File: src/rtl/mini68k_exc_pkg.sv
// Shared types and constants for the mini68k exception sequencer:
// FSM states, SR bit layout, reset SR and stack frame offsets.
package mini68k_exc_pkg;

    typedef enum logic [3:0] {
        ST_RST_SSPH,
        ST_RST_SSPL,
        ST_RST_PCH,
        ST_RST_PCL,
        ST_LOAD,
        ST_IDLE,
        ST_LATCH,
        ST_PUSH_PCL,
        ST_PUSH_PCH,
        ST_PUSH_SR,
        ST_FETCH_VH,
        ST_FETCH_VL,
        ST_HALT
    } exc_state_e;

    localparam int SR_T_BIT  = 15;
    localparam int SR_S_BIT  = 13;
    localparam int SR_IPL_HI = 10;
    localparam int SR_IPL_LO = 8;

    localparam logic [15:0] SR_RESET = 16'h2700;

    localparam logic [31:0] FRAME_PCL_OFF = 32'd2;
    localparam logic [31:0] FRAME_PCH_OFF = 32'd4;
    localparam logic [31:0] FRAME_SR_OFF  = 32'd6;

    // Handler SR: supervisor on, trace off; autovectored interrupts raise the mask.
    function automatic logic [15:0] exc_new_sr(input logic [15:0] sr,
                                               input logic [7:0]  vec,
                                               input int          base);
        logic [15:0] r;
        logic [8:0]  lvl;
        r           = sr;
        r[SR_S_BIT] = 1'b1;
        r[SR_T_BIT] = 1'b0;
        lvl         = {1'b0, vec} - base[8:0];
        if (({1'b0, vec} > base[8:0]) && ({1'b0, vec} <= (base[8:0] + 9'd7)))
            r[SR_IPL_HI:SR_IPL_LO] = lvl[2:0];
        return r;
    endfunction

endpackage

File: src/rtl/mini68k_exc_sequencer_if.sv
// 16-bit word memory port owned by the exception sequencer while it is busy.
interface mini68k_exc_sequencer_if #(
    parameter int ADDR_W = 24
);
    logic              mem_req;
    logic              mem_we;
    logic [ADDR_W-1:0] mem_addr;
    logic [15:0]       mem_wdata;
    logic [15:0]       mem_rdata;
    logic              mem_ack;
    logic              mem_err;

    modport master (
        output mem_req, mem_we, mem_addr, mem_wdata,
        input  mem_rdata, mem_ack, mem_err
    );

    modport slave (
        input  mem_req, mem_we, mem_addr, mem_wdata,
        output mem_rdata, mem_ack, mem_err
    );
endinterface

File: src/rtl/mini68k_exc_sequencer.sv
// Exception sequencer: power-on SSP/PC fetch, 68000-style PC/SR stacking and
// handler vector fetch over a 16-bit memory port, then a one-cycle context load.
module mini68k_exc_sequencer
    import mini68k_exc_pkg::*;
#(
    parameter int ADDR_W       = 24,
    parameter int INT_VEC_BASE = 24
) (
    input  logic        clk,
    input  logic        rst_n,
    input  logic        exception_req,
    input  logic [7:0]  vector_num,
    output logic        exception_ack,
    input  logic        cpu_boundary,
    input  logic [31:0] cur_pc,
    input  logic [15:0] cur_sr,
    input  logic [31:0] cur_ssp,
    output logic        busy,
    mini68k_exc_sequencer_if.master mem,
    output logic        load_ctx,
    output logic [31:0] new_pc,
    output logic [31:0] new_ssp,
    output logic [15:0] new_sr,
    output logic        halted
);

    exc_state_e        state_q, state_d;
    logic              run_q;
    logic [7:0]        vec_q;
    logic [31:0]       pc_q;
    logic [31:0]       sp_q;
    logic [15:0]       sr_q;
    logic [31:0]       new_pc_q, new_ssp_q;
    logic [15:0]       new_sr_q;

    logic              is_mem, we;
    logic              req, xfer_ok, xfer_err;
    logic [ADDR_W-1:0] addr_w;
    logic [15:0]       wdata;

    // run_q keeps the port quiet during the first cycle after reset release.
    always_ff @(posedge clk or negedge rst_n) begin
        if (!rst_n) begin
            state_q <= ST_RST_SSPH;
            run_q   <= 1'b0;
        end else begin
            state_q <= state_d;
            run_q   <= 1'b1;
        end
    end

    assign req      = is_mem && run_q;
    assign xfer_err = req && mem.mem_err;
    assign xfer_ok  = req && mem.mem_ack && !mem.mem_err;

    always_comb begin
        state_d = state_q;
        unique case (state_q)
            ST_IDLE:  if (exception_req && cpu_boundary) state_d = ST_LATCH;
            ST_LATCH: state_d = ST_PUSH_PCL;
            ST_LOAD:  state_d = ST_IDLE;
            ST_HALT:  state_d = ST_HALT;
            default: begin
                if (xfer_err) begin
                    state_d = ST_HALT;
                end else if (xfer_ok) begin
                    unique case (state_q)
                        ST_RST_SSPH: state_d = ST_RST_SSPL;
                        ST_RST_SSPL: state_d = ST_RST_PCH;
                        ST_RST_PCH:  state_d = ST_RST_PCL;
                        ST_RST_PCL:  state_d = ST_LOAD;
                        ST_PUSH_PCL: state_d = ST_PUSH_PCH;
                        ST_PUSH_PCH: state_d = ST_PUSH_SR;
                        ST_PUSH_SR:  state_d = ST_FETCH_VH;
                        ST_FETCH_VH: state_d = ST_FETCH_VL;
                        ST_FETCH_VL: state_d = ST_LOAD;
                        default:     state_d = ST_HALT;
                    endcase
                end
            end
        endcase
    end

    // Address and data derive only from state and captured registers, so they
    // hold steady for as long as a transfer waits.
    always_comb begin
        is_mem = 1'b0;
        we     = 1'b0;
        addr_w = '0;
        wdata  = '0;
        unique case (state_q)
            ST_RST_SSPH: begin is_mem = 1'b1; addr_w = ADDR_W'(0); end
            ST_RST_SSPL: begin is_mem = 1'b1; addr_w = ADDR_W'(2); end
            ST_RST_PCH:  begin is_mem = 1'b1; addr_w = ADDR_W'(4); end
            ST_RST_PCL:  begin is_mem = 1'b1; addr_w = ADDR_W'(6); end
            ST_PUSH_PCL: begin
                is_mem = 1'b1; we = 1'b1; wdata = pc_q[15:0];
                addr_w = sp_q[ADDR_W-1:0] - ADDR_W'(FRAME_PCL_OFF);
            end
            ST_PUSH_PCH: begin
                is_mem = 1'b1; we = 1'b1; wdata = pc_q[31:16];
                addr_w = sp_q[ADDR_W-1:0] - ADDR_W'(FRAME_PCH_OFF);
            end
            ST_PUSH_SR: begin
                is_mem = 1'b1; we = 1'b1; wdata = sr_q;
                addr_w = sp_q[ADDR_W-1:0] - ADDR_W'(FRAME_SR_OFF);
            end
            ST_FETCH_VH: begin is_mem = 1'b1; addr_w = ADDR_W'({vec_q, 2'b00}); end
            ST_FETCH_VL: begin is_mem = 1'b1; addr_w = ADDR_W'({vec_q, 2'b00}) + ADDR_W'(2); end
            default: ;
        endcase
    end

    assign mem.mem_req   = req;
    assign mem.mem_we    = we;
    assign mem.mem_addr  = addr_w & ~ADDR_W'(1);
    assign mem.mem_wdata = wdata;

    assign busy          = run_q && (state_q != ST_IDLE);
    assign exception_ack = (state_q == ST_LATCH);
    assign load_ctx      = (state_q == ST_LOAD);
    assign halted        = (state_q == ST_HALT);

    always_ff @(posedge clk) begin
        if (state_q == ST_LATCH) begin
            vec_q <= vector_num;
            pc_q  <= cur_pc;
            sr_q  <= cur_sr;
            sp_q  <= cur_ssp;
        end
    end

    always_ff @(posedge clk or negedge rst_n) begin
        if (!rst_n) begin
            new_pc_q  <= '0;
            new_ssp_q <= '0;
            new_sr_q  <= '0;
        end else if (xfer_ok) begin
            unique case (state_q)
                ST_RST_SSPH: new_ssp_q[31:16] <= mem.mem_rdata;
                ST_RST_SSPL: new_ssp_q[15:0]  <= mem.mem_rdata;
                ST_RST_PCH:  new_pc_q[31:16]  <= mem.mem_rdata;
                ST_RST_PCL: begin
                    new_pc_q[15:0] <= mem.mem_rdata;
                    new_sr_q       <= SR_RESET;
                end
                ST_PUSH_SR:  new_ssp_q <= sp_q - FRAME_SR_OFF;
                ST_FETCH_VH: new_pc_q[31:16] <= mem.mem_rdata;
                ST_FETCH_VL: begin
                    new_pc_q[15:0] <= mem.mem_rdata;
                    new_sr_q       <= exc_new_sr(sr_q, vec_q, INT_VEC_BASE);
                end
                default: ;
            endcase
        end
    end

    assign new_pc  = new_pc_q;
    assign new_ssp = new_ssp_q;
    assign new_sr  = new_sr_q;

endmodule

File: src/flat_wrapper.sv
// flat-port wrapper written by rule: the top's interface ports become plain ports
module mini68k_exc_sequencer_flat import mini68k_exc_pkg::*;
#(
    parameter int ADDR_W       = 24,
    parameter int INT_VEC_BASE = 24
)
  (clk, rst_n, exception_req, vector_num, exception_ack, cpu_boundary, cur_pc, cur_sr, cur_ssp, busy, load_ctx, new_pc, new_ssp, new_sr, halted, mem_mem_req, mem_mem_we, mem_mem_addr, mem_mem_wdata, mem_mem_rdata, mem_mem_ack, mem_mem_err);
  mini68k_exc_sequencer_if #(.ADDR_W(ADDR_W)) mem_i ();
  input  logic clk;
  input  logic rst_n;
  input  logic exception_req;
  input  logic [7:0] vector_num;
  output logic exception_ack;
  input  logic cpu_boundary;
  input  logic [31:0] cur_pc;
  input  logic [15:0] cur_sr;
  input  logic [31:0] cur_ssp;
  output logic busy;
  output logic load_ctx;
  output logic [31:0] new_pc;
  output logic [31:0] new_ssp;
  output logic [15:0] new_sr;
  output logic halted;
  output wire logic [$bits(mem_i.mem_req)-1:0] mem_mem_req;
  output wire logic [$bits(mem_i.mem_we)-1:0] mem_mem_we;
  output wire logic [$bits(mem_i.mem_addr)-1:0] mem_mem_addr;
  output wire logic [$bits(mem_i.mem_wdata)-1:0] mem_mem_wdata;
  input wire logic [$bits(mem_i.mem_rdata)-1:0] mem_mem_rdata;
  input wire logic [$bits(mem_i.mem_ack)-1:0] mem_mem_ack;
  input wire logic [$bits(mem_i.mem_err)-1:0] mem_mem_err;
  assign mem_mem_req = mem_i.mem_req;
  assign mem_mem_we = mem_i.mem_we;
  assign mem_mem_addr = mem_i.mem_addr;
  assign mem_mem_wdata = mem_i.mem_wdata;
  assign mem_i.mem_rdata = mem_mem_rdata;
  assign mem_i.mem_ack = mem_mem_ack;
  assign mem_i.mem_err = mem_mem_err;
  mini68k_exc_sequencer #(.ADDR_W(ADDR_W), .INT_VEC_BASE(INT_VEC_BASE)) u_core (.clk(clk), .rst_n(rst_n), .exception_req(exception_req), .vector_num(vector_num), .exception_ack(exception_ack), .cpu_boundary(cpu_boundary), .cur_pc(cur_pc), .cur_sr(cur_sr), .cur_ssp(cur_ssp), .busy(busy), .mem(mem_i), .load_ctx(load_ctx), .new_pc(new_pc), .new_ssp(new_ssp), .new_sr(new_sr), .halted(halted));
endmodule
File: config.mk
export PLATFORM = sky130hd
export DESIGN_NAME = mini68k_exc_sequencer_flat
export DESIGN_NICKNAME = d
export VERILOG_FILES = /design/src/rtl/mini68k_exc_pkg.sv /design/src/rtl/mini68k_exc_sequencer_if.sv /design/src/rtl/mini68k_exc_sequencer.sv /design/src/flat_wrapper.sv
export SDC_FILE = /design/constraint.sdc
export NUM_CORES = 1
export LEC_CHECK = 0
export CORE_MARGIN = 3
export CORE_UTILIZATION = 25
export DETAILED_ROUTE_END_ITERATION = 8
export PLACE_DENSITY = 0.52
export SLEW_MARGIN = 25
export SYNTH_ARGS = -nofsm -noshare
export SYNTH_HDL_FRONTEND = slang
export SYNTH_SLANG_ARGS = --single-unit
File: constraint.sdc
create_clock -name clk -period 4.5 [get_ports clk]
set_input_delay 0.45 -clock clk [delete_from_list [all_inputs] [get_ports clk]]
set_output_delay 0.45 -clock clk [all_outputs]
set_load 0.02 [all_outputs]
======== After elaboration in Yosys (flattened, before gate mapping) ========
Memories as Yosys holds them, arrays and structs flattened.
Index checks and enable logic that the tools add are counted.
storage, ports and cells
  register bits after elaboration ......... 173
  ROM bits ................................ 64
  word-level logic and storage cells ...... 69
  memories kept ........................... 1
memory list
  memory           depth  bits a word  rd ports  clocked after memory_dff  wr ports  line                         source
  (no name shown)  16     4            1         0                         0         mini68k_exc_sequencer.sv:67  unique case (state_q)
cells by class
  add/subtract/negate cells ............... 6
  magnitude comparators ................... 2
  equality and inequality tests ........... 14
  multiplexer cells ....................... 12
  reductions and logical operators ........ 23
operator list
  operator                                                        count
  one-hot mux 24 bit (8 select lines)                             1
  one-hot mux 16 bit (2 select lines)                             3
  one-hot mux 16 bit (3 select lines)                             1
  subtractor 24 x 3 -> 24 bit, second input constant              2
  subtractor 32 x 3 -> 32 bit, second input constant              1
  subtractor 24 x 2 -> 24 bit, second input constant              1
  == test 4 bit, second input constant                            5
  == test 4 x 3 -> 1 bit, second input constant                   4
  one-hot mux 4 bit (4 select lines)                              1
  2-to-1 mux 4 bit                                                3
  AND reduction 2 bit                                             6
  adder 10 x 2 -> 11 bit, second input constant                   1
  OR reduction 9 bit                                              1
  == test 4 x 2 -> 1 bit, second input constant                   2
  greater-than comparator 8 x 5 -> 1 bit, second input constant   1
  less-or-equal comparator 8 x 5 -> 1 bit, second input constant  1
  logical AND 1 bit                                               7
  nonzero test 2 bit                                              3
  nonzero test 6 bit                                              1
  == test 4 x 1 -> 1 bit, second input constant                   1
  zero test 4 bit                                                 1
  inequality test 4 x 3 -> 1 bit, second input constant           1
  OR reduction 2 bit                                              2
  2-to-1 mux 3 bit                                                1
  other kinds (5)                                                 6

======== Longest topological paths before layout ========
  depth in word-level cells ............... 9
  mapped depth ............................ 13
  depth with buffers taken out ............ 10

======== Worst setup path after synthesis ========
Ideal clock, no wire load.
  kind .................................... register -> output
  from .................................... reg u_core.state_q[1]
  to ...................................... out mem_mem_addr[9]
  data arrival time ....................... 3.268 ns
  data required time ...................... 4.050 ns
  slack ................................... 0.782 ns
  cell stages (with the launch flop) ...... 13
  cells stage by stage .................... dfrtp_1 inv_1 ha_1 clkbuf_1 nand2_1 clkinv_1 clkbuf_1 clkbuf_1 fa_1 inv_1 nor2_2 a22oi_1 o311ai_0
between the ends
  cells in the longest elaborated chain, start to end .. 2
RTL lines
  item                                     line                         source
  start, declared                          mini68k_exc_sequencer.sv:27  exc_state_e state_q, state_d;
  start signal, assigned                   mini68k_exc_sequencer.sv:47  state_q <= state_d;
  == test 4 bit (tied with other cells)    mini68k_exc_sequencer.sv:91  unique case (state_q)
  one-hot mux 24 bit (8 select lines) (*)  mini68k_exc_sequencer.sv:91
  end, declared                            flat_wrapper.sv:26           output wire logic [$bits(mem_i.mem_addr)-1:0] mem_mem_addr;
Mark *: on every way between the ends. The rest lies on a longest branch, timed or not.

======== Final worst setup path ========
  from .................................... reg u_core.state_q[1]
  to ...................................... out mem_mem_addr[13]
Same word-level chain as after synthesis.

==> metrics.md <==
| Metric | Value |
|---|---|
| Leak pwr | `4.31 nW` |
| ANT cells | `0` |
| Pwr dens | `598 nW/µm²` |
| H-Tree Depth | `4` |
| Worst-Skew Late Latency | `0.44 ns` |
| Gr usage total | `15.4%` |
| Initial Util | `25.6%` |
| Commonest non-fill, non-tap cell in the layout | `clkdlybuf4s50_1` |
| Synth area leader | `edfxtp_1` |
| First-pass GRT wire length | `41500 µm` |
| RSZ-0062 raised after global routing | `false` |
| Period utilization | `92.9%` |
| Synth Register Bits | `172` |
| Crit path kind | `register to output pin` |
| Post-CTS Hold Fix Bufs | `0` |
| Power, Total | `6.93 mW` |
| Final-stage net count | `1068` |
| Slew headroom | `39.9%` |
| Final setup violation count | `0` |
| Crit path required time | `4.05 ns` |
| Worst-margin pin slew | `0.900 ns` |
| Critical path launch point type | `register` |
| CP endpoint | `mem_mem_addr[13]` |
| Setup TNS | `0 ns` |
| Cell chain of the critical path | `inv_1 -> ha_2 -> nand2_1 -> clkinvlp_4 -> fa_1 -> inv_1 -> nor2_4 -> a22o_1 -> nand2_1 -> o21ai_0 -> clkdlybuf4s50_1` |
| P&R area growth vs syn | `41.4%` |
| Initial antenna violation count | `1` |
| Hold crit path type | `primary input to async pin` |
| Clock Path Buffers | `2` |
| Vias per inst | `4.74` |
| Post-route minimum period | `4.18 ns` |
| Top delay family on crit path | `buffers and inverters` |
| Largest net degree at the start of global routing | `62` |
| Async SR Flop Fraction | `48.8%` |
| Final Skew | `0.00835 ns` |
| Fill cells | `3202` |
| Clk slew on worst S/H paths | `0.07 ns` |
| Reg2reg end | `u_core.new_ssp[26]` |
| R2R Setup Slk | `1.75 ns` |
| Final hold viol count | `0` |
| Number of remaining DRC errors | `0` |
| Slowest stage delay, CP | `0.69 ns` |
| Setup crit end kind | `output pin` |
| Core area | `32000 µm²` |
| Final core occ | `36.2%` |
| Detailed placement HPWL | `20500 µm` |
| Non-filler cells, final | `1396` |
| R2r worst-path depth | `7` |
| DR iter-0 viols | `511` |
| Worst Setup SP | `u_core.state_q[1]` |
| Share of layout cells above drive strength 1 | `10.4%` |
| Synth unique cells | `65` |
| Vias in the first global route | `6630` |
| Inserted Clock Buffers | `17` |
| Synth Flop Type | `edfxtp_1` |
| Die height | `187 µm` |
| Drt wl/cell | `19.5 µm` |
| CTS Root Cell | `clkbuf_16` |
| Levels on crit path | `11` |
| Die footprint | `35000 µm²` |
| Post-DRT Antenna Nets | `0` |
| Critical R2R Launch | `u_core.sp_q[3]` |
| Largest cells by area after synthesis | `edfxtp_1 (32%), dfrtp_1 (26%), mux2_2 (4.8%)` |
| FMAX | `239 MHz` |
| Number of enable flip-flop cells after synthesis | `88` |
| Cell Rows | `65` |
| Clk sink count | `172` |
| Outcome | `finished clean` |
| CTS tree | `built` |
| Mapped Cells | `735` |
| Total number of vias | `6611` |
| Cell Area, Synth | `8190 µm²` |
| Synth top area share | `32.2%` |
| Yosys warning count | `0` |
| Post-synthesis sequential area ratio | `57.9%` |
| Max VDD drop | `0.273 mV` |
| PortBufs | `233` |
| Most frequent cells in the layout | `clkdlybuf4s50_1 (231), edfxtp_1 (88), nand2_1 (87)` |
| IO Count | `236` |
| First-pass DRT Iterations | `5` |
| Routed WL | `27300 µm` |
| Dpl cells | `1364` |
| MaxCap Viol Count | `0` |
| Gpl congestion | `0.840` |
| Die width | `187 µm` |
| Max-slew violation count | `0` |
| Average size of a mapped cell | `11.1 µm²` |
| Bufs and invs on worst path | `4` |
| Crit Path Max Fanout | `12` |
| Arrival @ worst endpoint | `3.73 ns` |
| Critical path's slowest cell | `clkdlybuf4s50_1` |
| GRT overflow | `0` |
==> report_power, final <==
group	total, mW	internal (mW)	leakage [nW]	switching, mW
clock	1.58	0.907	0.304	0.678
sequential	2.22	2.02	1.85	0.206
combinational	3.12	1.41	2.16	1.71
total	6.93	4.34	4.31	2.59
==> cell families (layout without fill, tap and decap cells) <==
logic type | Yosys count | in the layout | share of synthesized area (%)
adders and majority gates | 10 | 10 | 1.62
buffers and inverters | 62 | 287 | 3.24
other | 2 | 3 | 0.0917
and+or+nand+nor | 240 | 240 | 14.2
AOI/OAI and AO/OA | 180 | 180 | 14.4
DFF | 172 | 172 | 57.9
xor gates and xnor gates | 30 | 30 | 3.21
muxes | 39 | 39 | 5.30
==> layer usage <==
| metal | share of wire (%) | vias up | routed length, µm | global-route usage (%) |
|---|---|---|---|---|
| li1 | - | 3136 | - | - |
| met4 | 1.1 | 2 | 291 | 3.90 |
| met3 | 6.9 | 21 | 1880 | 4.12 |
| met5 | 0.048 | - | 13 | 0 |
| met2 | 45 | 290 | 12200 | 23.6 |
| met1 | 47 | 3162 | 12800 | 21.7 |
==> cell usage after synthesis (3+ instances only) <==
cell type / instances
a31oi_1: 6
and2_1: 6
nor2_1: 56
clkbuf_1: 41
o22ai_1: 6
o221ai_1: 3
and3_1: 8
a21oi_1: 45
a221oi_1: 4
buf_4: 3
mux2i_1: 4
nand3_1: 8
a221o_1: 3
buf_2: 5
xor2_1: 18
inv_1: 7
nor3_1: 19
o21ai_0: 43
a22o_1: 14
nand4_1: 8
nor4_1: 10
or2_2: 4
buf_1: 3
nand2_1: 87
edfxtp_1: 88
dfrtp_1: 84
mux2_2: 35
a21o_1: 5
nor2b_1: 8
or4_1: 7
ha_1: 9
o31ai_1: 13
or3_1: 3
a22oi_1: 20
xnor2_1: 12
==> worst register-to-register path, cell delays in order, from the launching register on <==
cell,delay (ns)
edfxtp_1,0.58
inv_1,0.13
ha_1,0.22
a2111oi_2,0.85
and2_1,0.30
nand4_1,0.16
xor2_1,0.19
a221oi_1,0.23
==> sequential cells by signal (all words and copies together), names as in the netlist <==
name            cells
u_core.new_pc      32
u_core.new_sr      15
u_core.new_ssp     32
u_core.pc_q        32
u_core.run_q        1
u_core.sp_q        32
u_core.sr_q        16
u_core.state_q      4
u_core.vec_q        8
==> per-stage QoR <==
stage | worst slack [ns] | area [µm²] | hold WS (ns)
after floorplan | 0.782 | 8200 | 0.154
after CTS | 0.0786 | 11600 | 0.0750
after detailed placement | 0.604 | 10900 | 0.460
after global routing | 0.0642 | 11600 | 0.101
after global placement | 0.626 | 10900 | 0.452
final | 0.319 | 11600 | 0.0579
==> layout make-up <==
class | instances | area [µm²] | share of cell area (%)
well taps | 435 | 544 | 4.70
clock inverters | 13 | 180 | 1.56
clock buffers | 19 | 443 | 3.82
inverters | 8 | 33.8 | 0.292
repair buffers | 247 | 2430 | 21.0
flip-flops and latches | 172 | 4740 | 41.0
multi-input cells | 502 | 3210 | 27.7
==> worst min path at each step <==
stage / slack, ns / cells past startpoint / endpoint
after global routing: 0.10 / 1 / u_core.new_pc[25]
after CTS: 0.08 / 1 / u_core.new_sr[2]
after floorplan: 0.15 / 0 / u_core.new_pc[0]
after global placement: 0.45 / 1 / u_core.new_sr[13]
final: 0.06 / 1 / u_core.new_pc[25]
after detailed placement: 0.46 / 1 / u_core.new_sr[13]
==> timing repair <==
item	4_1_cts	5_1_grt
buffers inserted	0	0
hold endpoints to repair	0	0
setup endpoints to repair	0	15
gates resized for setup	0	4
Power figures use the tool's default switching activity.
